File: config.mk
export PLATFORM = sky130hd
export DESIGN_NAME = dp_sequencer
export DESIGN_NICKNAME = d
export VERILOG_FILES = /design/src/rtl/dp_pkg.sv /design/src/rtl/dp_sequencer.sv
export SDC_FILE = /design/constraint.sdc
export NUM_CORES = 1
export LEC_CHECK = 0
export ABC_CLOCK_PERIOD_IN_PS = 1500
export BUFFER_PORTS_ARGS = -buffer_cell sky130_fd_sc_hd__buf_2
export CAP_MARGIN = 20
export CORE_AREA = 5 5 42 44
export CTS_BUF_LIST = sky130_fd_sc_hd__clkbuf_16
export DETAILED_ROUTE_END_ITERATION = 12
export DIE_AREA = 0 0 47 49
export GPL_ROUTABILITY_DRIVEN = 0
export PLACE_DENSITY = 0.78
export REMOVE_ABC_BUFFERS = 1
export SYNTH_ARGS = -nofsm -noshare
export SYNTH_HDL_FRONTEND = slang
export SYNTH_SLANG_ARGS = --single-unit
File: constraint.sdc
create_clock -name clk -period 1.5 [get_ports clk]
set_clock_uncertainty 0.1 [all_clocks]
set_input_delay 0 -clock clk [delete_from_list [all_inputs] [get_ports clk]]
set_output_delay 0 -clock clk [all_outputs]
set_load 0.005 [all_outputs]
File: src/rtl/dp_pkg.sv
// Shared types and constants for the compare/add-subtract datapath sequencer.
package dp_pkg;

   localparam int N_A  = 8;
   localparam int AW_A = 3;
   localparam int AW_B = 2;

   localparam logic [AW_A-1:0] LAST_A = AW_A'(N_A - 1);

   localparam logic SEL_ADD = 1'b0;
   localparam logic SEL_SUB = 1'b1;

   typedef enum logic [2:0] {
      IDLE   = 3'd0,
      INIT   = 3'd1,
      LOAD_A = 3'd2,
      LOAD_B = 3'd3,
      EXEC   = 3'd4,
      WRITE  = 3'd5,
      DONE   = 3'd6
   } state_t;

endpackage

File: src/rtl/dp_sequencer.sv
// Control FSM for the compare/add-subtract datapath: walks A (and wrapping B),
// picks sum or difference per element from the comparator sign, counts subtractions.
//
// state  | meaning
// -------+-----------------------------------------------------------
// IDLE   | waiting for start
// INIT   | clear A/B counters, reset subtraction count
// LOAD_A | load A operand register
// LOAD_B | load B operand register
// EXEC   | comparator sign settles; load result with live sel
// WRITE  | write result at addr_a, advance counters, test last element
// DONE   | one-cycle done pulse
module dp_sequencer
   import dp_pkg::*;
(
   input  logic            clk,
   input  logic            reset,
   input  logic            start,
   input  logic            sign,
   input  logic [AW_A-1:0] addr_a,
   output logic            clr_a,
   output logic            inc_a,
   output logic            clr_b,
   output logic            inc_b,
   output logic            ld_a,
   output logic            ld_b,
   output logic            ld_r,
   output logic            sel,
   output logic            we,
   output logic            busy,
   output logic            done,
   output logic [3:0]      sub_cnt
);

   state_t state, state_nxt;
   logic   sign_q;

   always_ff @(posedge clk or negedge reset) begin
      if (!reset) begin
         state <= IDLE;
      end else begin
         state <= state_nxt;
      end
   end

   always_comb begin
      state_nxt = state;
      case (state)
         IDLE:    if (start) state_nxt = INIT;
         INIT:    state_nxt = LOAD_A;
         LOAD_A:  state_nxt = LOAD_B;
         LOAD_B:  state_nxt = EXEC;
         EXEC:    state_nxt = WRITE;
         // addr_a is still the pre-increment index here
         WRITE:   state_nxt = (addr_a == LAST_A) ? DONE : LOAD_A;
         DONE:    state_nxt = IDLE;
         default: state_nxt = IDLE;
      endcase
   end

   always_comb begin
      clr_a = 1'b0;
      inc_a = 1'b0;
      clr_b = 1'b0;
      inc_b = 1'b0;
      ld_a  = 1'b0;
      ld_b  = 1'b0;
      ld_r  = 1'b0;
      sel   = SEL_ADD;
      we    = 1'b0;
      busy  = 1'b0;
      done  = 1'b0;
      case (state)
         INIT: begin
            clr_a = 1'b1;
            clr_b = 1'b1;
            busy  = 1'b1;
         end
         LOAD_A: begin
            ld_a = 1'b1;
            busy = 1'b1;
         end
         LOAD_B: begin
            ld_b = 1'b1;
            busy = 1'b1;
         end
         EXEC: begin
            ld_r = 1'b1;
            sel  = sign ? SEL_SUB : SEL_ADD;
            busy = 1'b1;
         end
         WRITE: begin
            we    = 1'b1;
            inc_a = 1'b1;
            inc_b = 1'b1;
            sel   = sign_q ? SEL_SUB : SEL_ADD;
            busy  = 1'b1;
         end
         DONE:    done = 1'b1;
         default: ;
      endcase
   end

   // sign_q holds the EXEC decision so sel stays stable through WRITE
   always_ff @(posedge clk or negedge reset) begin
      if (!reset) begin
         sign_q  <= 1'b0;
         sub_cnt <= 4'd0;
      end else begin
         if (state == INIT) begin
            sub_cnt <= 4'd0;
         end else if (state == EXEC && sign && sub_cnt != 4'hf) begin
            sub_cnt <= sub_cnt + 4'd1;
         end
         if (state == EXEC) begin
            sign_q <= sign;
         end
      end
   end

endmodule

==> out/metrics.yaml, run 1 <==
outcome: "finished with violations"
io-pin-count: 22
critPathTopFamily: "flip-flops"
core_area_um2: 1400
cp.arrival_ns: 1.46
drt_wl_total_mm: 1.31
drv_cap: 0
rsz0062_at_grt: "no"
power_density_nw_per_um2: 1840
setup_tns_ns: 0
fmax_mhz: 687
finalHoldViolCount: 1
grtUsageTotal_pct: 12.5
hold_slack_ns: -0.00154
hold_class: "input pin to flip-flop"
seq_area_frac_synth_pct: 40.0
avgSynthCellArea_um2: 9.81
violations: "negative hold slack"
viasPerCell: 5.07
grt_pass1_vias: 455
h-tree-depth: 1
drtPass1Iterations: 4
synth-edff-count: 0
initial_core_util_pct: 35.7
cpPeakStageDelay_ns: 0.37
setup.worst_path.start_class: "flip-flop"
cts_buffer_depth: 2
die_area_um2: 2300
critPathKind: "flip-flop to flip-flop"
r2r_slack_ns: 0.04
root_buffer: "clkbuf_16"
fill_cells: 130
path_max_fanout: 5
synth_ff_type: "dfrtp_1"
r2r-start: "sub_cnt[0]"
holdCritStartpoint: "start"
vias: 466
fin_crit_ns: 1.46
cts_tree: "done"
syn_area_um2: 500
worst-r2r-cell-count: 4
die_y_um: 49
syn_inst: 51
post-dp-hpwl_um: 960
ys_ff_latch: 8
max_slew_margin_pct: 83.4
grt_pass1_wl_mm: 2.05
power_uw: 1370
final-max-slew-violation-count: 0
drt_iter0_markers: 4
whs_endpoint: "state[0]"
grt_max_degree: 12
clk_latency_ns: 0.23
leakage_uw: 0.000381
area_delta_synth_final_pct: 49.0
worstSetupEndpointType: "flip-flop"
antenna_found_initial: 0
crit_buf_inv: 0
ant_nets: 0
port_buffers: 21
timing.final.crit_share_pct: 97.1
grt.overflow.total: 0
worstPathRequired_ns: 1.51
drc_errors: 0
fin_nets: 86
crit_chain: "ha_2 > and3_4 > nor3_4 > mux2_4"
diodes: 0
yosysWarnings: 0
routedWlPerCell_um: 14.2
rr_endpoint: "sub_cnt[3]"
cts_setup_buffers: 0
synth_cell_types: 25
finalSetupViolCount: 0
cts_inserted_buffers: 3
async_flop_share_pct: 100
irDropWorstVdd_mv: 1.15
drive_gt1_share_pct: 51.3
finish.utilization_pct: 53.2
worstHoldPathCells: 3
dieWidth_um: 47
clock_sinks: 8
std_cell_rows: 14
path_clk_slew_ns: 0.04
tightest_slew_ns: 0.249
slowest_stage: "dfrtp_1"
-- stage by stage --
step | instance area (um2) | worst slack, ns | hold slack, ns | instances
final | 746 | 0.0442 | -0.00154 | 92
after global routing | 746 | 0.00228 | 0.0537 | 92
after CTS | 724 | 0.0338 | 0.00228 | 92
after detailed placement | 627 | -0.0653 | -0.249 | 88
after global placement | 627 | -0.00258 | -0.251 | 88
after floorplan | 457 | -0.0257 | -0.396 | 45
-- synth_stat cells, types with 2 or more instances --
cell | count | area [um2]
nand3_1 | 2 | 10.0
inv_1 | 3 | 11.3
buf_2 | 2 | 10.0
nor3_1 | 5 | 25.0
o21ai_0 | 3 | 15.0
nand2_1 | 3 | 11.3
dfrtp_1 | 8 | 200
buf_4 | 3 | 22.5
nor3b_1 | 3 | 22.5
a21oi_1 | 4 | 20.0
-- state kept, by name, summed over array words and instances (netlist names) --
name and cells:
state 3, sign_q 1, sub_cnt 4
-- layout make-up --
class / instances / area (um2) / area share, %
Sequential cell: 8 / 200 / 26.8
Tap cell: 16 / 20.0 / 2.68
Timing Repair Buffer: 28 / 160 / 21.5
Multi-Input combinational cell: 34 / 279 / 37.4
Clock buffer: 3 / 75.1 / 10.1
Inverter: 3 / 11.3 / 1.51
-- worst reg2reg max path: stages (launching register included) --
cell	delay [ns]
dfrtp_1	0.37
ha_2	0.20
and3_4	0.17
nor3_4	0.17
mux2_4	0.32
-- placed cells by master (no fill, tap or decap), drive strengths merged --
| cell type | count |
|---|---|
| a211oi | 1 |
| a21o | 1 |
| a21oi | 4 |
| a31o | 1 |
| and3 | 1 |
| and3b | 1 |
| and4 | 1 |
| and4bb | 1 |
| buf | 27 |
| clkbuf | 3 |
| dfrtp | 8 |
| dlygate4sd3 | 1 |
| ha | 1 |
| inv | 3 |
| mux2 | 1 |
| nand2 | 3 |
| nand3 | 2 |
| nand3b | 1 |
| nand4bb | 1 |
| nor2 | 1 |
| nor3 | 5 |
| nor3b | 4 |
| o21ai | 3 |
| or3 | 1 |
-- repair_timing --
| item | 4_1_cts | 5_1_grt |
|---|---|---|
| hold buffers | 1 | 0 |
| endpoints found under the hold margin | 8 | 0 |
| endpoints found under the setup margin | 1 | 4 |
| gates resized for setup | 3 | 4 |
-- worst max-delay path by stage --
stage | slack [ns] | cells after the start | endpoint | startpoint
2_1_floorplan | -0.03 | 4 | sub_cnt[3] | sub_cnt[0]
3_3_place_gp | -0.003 | 4 | sub_cnt[3] | sub_cnt[0]
3_5_place_dp | -0.07 | 4 | sub_cnt[3] | sub_cnt[0]
4_1_cts | 0.03 | 4 | sub_cnt[3] | sub_cnt[0]
5_1_grt | 0.002 | 4 | sub_cnt[3] | sub_cnt[0]
6_report | 0.04 | 4 | sub_cnt[3] | sub_cnt[0]
-- routing by layer --
metal / track usage, % / vias to the layer above / part of all wire, %
li1: - / 232 / -
met1: 13.8 / 220 / 37
met2: 20.6 / 14 / 56
met3: 4.43 / 0 / 6.6
met4: 5.53 / 0 / 0
met5: 0 / - / 0
-- logic make-up after synthesis --
group	share of synthesized area, %
AND/OR/NAND/NOR	32.5
AO/OA/AOI/OAI	11.8
adder cells (fa/ha/maj)	2.50
flip-flops	40.0
buffers and inverters	11.0
multiplexers	2.25
-- report_power, final --
| group | internal [uW] | switching (uW) |
|---|---|---|
| Clock | 343 | 101 |
| Combinational | 311 | 294 |
| Sequential | 282 | 42.9 |
Power figures use the tool's default switching activity.
==> inputs of run 2 (changes only) <==
--- a/config.mk
+++ b/config.mk
@@ -9,10 +9,12 @@
 export BUFFER_PORTS_ARGS = -buffer_cell sky130_fd_sc_hd__buf_2
 export CAP_MARGIN = 20
-export CORE_AREA = 5 5 42 44
+export CORE_ASPECT_RATIO = 1.4
+export CORE_MARGIN = 5
+export CORE_UTILIZATION = 25
 export CTS_BUF_LIST = sky130_fd_sc_hd__clkbuf_16
 export DETAILED_ROUTE_END_ITERATION = 12
-export DIE_AREA = 0 0 47 49
 export GPL_ROUTABILITY_DRIVEN = 0
-export PLACE_DENSITY = 0.78
+export GPL_TIMING_DRIVEN = 0
+export PLACE_DENSITY = 0.59
 export REMOVE_ABC_BUFFERS = 1
 export SYNTH_ARGS = -nofsm -noshare
==> constraint.sdc (replaced) <==
create_clock -name clk -period 1.5 [get_ports clk]
set_clock_uncertainty 0.1 [all_clocks]
set_input_delay 0 -clock clk [delete_from_list [all_inputs] [get_ports clk]]
set_output_delay 0 -clock clk [all_outputs]
set_load 0.02 [all_outputs]
==> run 2 against run 1 <==
The run still ends with negative hold slack left. Sequential power up 21%. Final area up 3.2%. Power up 9.9%. Highest routed layer is now met4. Die area up 31%.
==> out/metrics.yaml, run 2 (synthesis gave the netlist of run 1 again) <==
fmax_mhz: 681
clk_latency_ns: 0.23
tightest_slew_ns: 0.297
initial_core_util_pct: 25.7
ant_nets: 0
die_area_um2: 3010
irDropWorstVdd_mv: 1.09
worstSetupEndpointType: "flip-flop"
fill_cells: 206
critPathKind: "flip-flop to flip-flop"
diodes: 0
hold_slack_ns: -0.00704
final-max-slew-violation-count: 0
grt_pass1_wl_mm: 1.93
std_cell_rows: 19
cp.arrival_ns: 1.48
finalHoldViolCount: 1
finalSetupViolCount: 0
die_y_um: 62.9
antenna_found_initial: 0
root_buffer: "clkbuf_16"
drc_errors: 0
h-tree-depth: 1
setup.worst_path.start_class: "flip-flop"
power_density_nw_per_um2: 1960
drive_gt1_share_pct: 56.4
vias: 479
final_cell_mix: "20 x buf_2, 9 x buf_4, 5 x dfrtp_1, 4 x nor3_1, 4 x a21oi_1"
timing.final.crit_share_pct: 97.8
viasPerCell: 4.84
cts_tree: "done"
outcome: "finished with violations"
hold_class: "input pin to flip-flop"
routedWlPerCell_um: 12.6
fin_nets: 88
leakage_uw: 0.000383
placed_area_um2: 588
drv_cap: 0
drt_iter0_markers: 1
area_delta_synth_final_pct: 53.8
path_max_fanout: 5
power_uw: 1510
dp.cells: 87
drtPass1Iterations: 2
io-pin-count: 22
core_area_um2: 1950
fin_crit_ns: 1.47
top_regs: "sub_cnt (4), state (3), sign_q (1)"
drt_wl_total_mm: 1.25
post-dp-hpwl_um: 841
grt_pass1_vias: 468
clock_sinks: 8
cts_buffer_depth: 2
fin_cells: 99
layout_commonest_cell: "buf_2"
grtUsageTotal_pct: 9.08
grt.overflow.total: 0
violations: "negative hold slack"
largest_reg_flops: 4
port_buffers: 21
grt_max_degree: 14
top_register: "sub_cnt"
cts_inserted_buffers: 3
worstPathRequired_ns: 1.51
final_area_um2: 769
dieWidth_um: 47.8
path_clk_slew_ns: 0.04
max_slew_margin_pct: 80.2
[run 2: changes by cell type in the layout (fill, tap and decap cells not counted), sizes merged]
cell | previous run | this run
buf | 27 | 29
[run 2: report_power, final]
| part | leakage, uW | switching [uW] | total, uW | internal, uW |
|---|---|---|---|---|
| sequential | 0.000101 | 104 | 394 | 289 |
| clock | 0.0000370 | 106 | 450 | 344 |
| combinational | 0.000244 | 351 | 668 | 317 |
| total | 0.000383 | 561 | 1510 | 950 |
[run 2: metrics by stage]
step	TNS (ns)	setup slack, ns	hold WS (ns)	util [%]
2_1_floorplan	-0.491	-0.264	-0.396	-
3_3_place_gp	-0.109	-0.109	-0.244	30.2
3_5_place_dp	-0.121	-0.121	-0.244	30.2
4_1_cts	0	0.00184	0.0163	36.1
5_1_grt	-0.00397	-0.00397	0.0201	39.5
6_report	0	0.0325	-0.00704	39.5
[run 2: worst max-delay path: stages, from the launching register on]
cell	delay (ns)
dfrtp_1	0.40
ha_2	0.20
and3_4	0.17
nor3_4	0.17
mux2_4	0.31
[run 2: final timing paths]
kind / from / end / slack [ns] / cells after the start
max: sub_cnt[1] / sub_cnt[3] / 0.03 / 4
min: start / state[0] / -0.007 / 3
max reg2reg: sub_cnt[1] / sub_cnt[3] / 0.03 / 4
min reg2reg: sign_q / sign_q / 0.46 / 2
max in group asynchronous: reset / state[2] / 1.07 / 2
min in group asynchronous: reset / sign_q / 0.05 / 2
[run 2: layout make-up]
class | count | area (um2) | area share [%]
clock buffers | 3 | 75.1 | 9.76
repair buffers | 30 | 178 | 23.1
flip-flops and latches | 8 | 204 | 26.5
multi-input cells | 34 | 275 | 35.8
well taps | 21 | 26.3 | 3.41
inverters | 3 | 11.3 | 1.46
[run 2: timing repair]
item | in CTS | in global routing
pin swaps | 0 | 2
resized for setup | 6 | 5
gates cloned | 0 | 0
setup buffers | 2 | 6
endpoints found under the setup margin | 3 | 4
hold endpoints to repair | 8 | 0
hold buffers | 1 | 0
[run 2: routing by layer]
metal,global-route usage [%],vias to the layer above,routed length (um)
met5,0,-,0
met4,7.07,0,34
met3,2.88,4,97
met2,13.2,18,617
met1,10.2,221,501
li1,-,236,-
==> inputs of run 3 (changes only) <==
Settings changed: BUFFER_PORTS_ARGS -buffer_cell sky130_fd_sc_hd__buf_2 to not set, DONT_BUFFER_PORTS set to 1, PLACE_DENSITY 0.59 to 0.5.
==> run 3 against run 2 <==
The flow finishes with violations (negative setup slack). Sequential power up 5.8%. Routed wire length down 0.64%. Critical path type unchanged. Clock-buffer cell count unchanged. Sequential share of layout area up 2.3 points.
==> out/metrics.yaml, run 3 (synthesis gave the netlist of run 1 again) <==
outcome: "finished with violations"
violations: "negative setup slack"
path_clk_slew_ns: 0.04
irDropWorstVdd_mv: 1.20
power_density_nw_per_um2: 2120
hold_class: "input pin to async pin"
cts_tree: "done"
crit_buf_inv: 0
largest_reg_flops: 4
grt.overflow.total: 0
grt_pass1_wl_mm: 1.70
setup.worst_path.start_class: "flip-flop"
antenna_found_initial: 0
die_area_um2: 3010
cp.arrival_ns: 1.65
path_max_fanout: 5
post-dp-hpwl_um: 751
leakage_uw: 0.000302
fin_crit_ns: 1.64
io-pin-count: 22
drive_gt1_share_pct: 48.4
top_register: "sub_cnt"
h-tree-depth: 1
grt_max_degree: 14
diodes: 0
crit_chain: "ha_2 > and3_1 > nor3_1 > mux2_2"
viasPerCell: 5.05
drt_iter0_markers: 0
vias: 419
cpPeakStageDelay_ns: 0.46
fmax_mhz: 611
ant_nets: 0
core_area_um2: 1950
slowest_stage: "dfrtp_2"
dieWidth_um: 47.8
critPathKind: "flip-flop to flip-flop"
worstPathRequired_ns: 1.51
initial_core_util_pct: 25.7
final_cell_mix: "8 x buf_4, 5 x dlygate4sd3_1, 5 x dfrtp_2, 4 x nor3_1, 4 x a21oi_1"
std_cell_rows: 19
drtPass1Iterations: 1
finish.utilization_pct: 36.8
final-max-slew-violation-count: 0
critPathTopFamily: "flip-flops"
timing.final.ws_setup_ns: -0.138
clock_sinks: 8
hold_slack_ns: 0.0399
grt_pass1_vias: 390
drv_cap: 0
port_buffers: 0
finalHoldViolCount: 0
routedWlPerCell_um: 15.0
timing.final.crit_share_pct: 109
worstSetupEndpointType: "flip-flop"
fin_nets: 72
tightest_slew_ns: 0.627
clk_latency_ns: 0.23
cts_buffer_depth: 2
rsz0062_at_grt: "yes"
top_regs: "sub_cnt (4), state (3), sign_q (1)"
die_y_um: 62.9
drc_errors: 0
root_buffer: "clkbuf_16"
finalSetupViolCount: 1
setup_tns_ns: -0.138
max_slew_margin_pct: 58.2
area_delta_synth_final_pct: 43.3
drt_wl_total_mm: 1.24
cts_inserted_buffers: 3
layout_commonest_cell: "buf_4"
grtUsageTotal_pct: 8.14
final_area_um2: 717
placed_area_um2: 483
[run 3: changes by cell type in the layout (fill, tap and decap cells not counted), sizes merged]
| cell | before | now |
|---|---|---|
| buf | 29 | 8 |
| dlygate4sd3 | 1 | 5 |
| clkbuf | 3 | 4 |
[run 3: final timing paths]
path                            start    endpoint  slack (ns)  cells after the start
hold reg to reg              state[0]    state[0]        0.44                      1
max in group asynchronous       reset  sub_cnt[0]        0.95                      1
setup / recovery           sub_cnt[0]  sub_cnt[3]       -0.14                      4
hold / removal                  reset      sign_q        0.04                      1
setup reg to reg           sub_cnt[0]  sub_cnt[3]       -0.14                      4
min in group clk                 sign  sub_cnt[1]        0.09                      3
[run 3: timing repair]
action                                  CTS  global route
buffers inserted                          0             9
gates cloned                              0             0
hold buffers                              5             0
gates resized for setup                  12             4
hold endpoints to repair                 12             0
pin swaps                                 2             2
endpoints found under the setup margin   17            10
[run 3: area by class of cell]
type / count / area [um2]
sequential: 8 / 206
clock buffer: 3 / 75.1
multi-input combinational: 34 / 283
fill: 205 / 1230
tap: 21 / 26.3
inverter: 3 / 11.3
timing repair buffer: 14 / 115
[run 3: power breakdown]
part	switching, uW	internal [uW]
Clock	101	343
Combinational	351	305
Sequential	125	292
[run 3: per-stage QoR]
| step | instances | total power (uW) | setup slack, ns |
|---|---|---|---|
| 3_3_place_gp | 66 | 819 | -0.434 |
| 6_report | 83 | 1520 | -0.138 |
| 5_1_grt | 83 | 1610 | -0.208 |
| 2_1_floorplan | 45 | 756 | -0.264 |
| 3_5_place_dp | 66 | 823 | -0.440 |
| 4_1_cts | 74 | 1350 | -0.149 |
[run 3: routing by layer]
metal / share of wire (%) / track usage (%) / vias up
li1: - / - / 204
met1: 38 / 9.58 / 193
met2: 49 / 10.8 / 20
met3: 12 / 5.76 / 2
met4: 0.97 / 4.04 / 0
met5: 0 / 0 / -
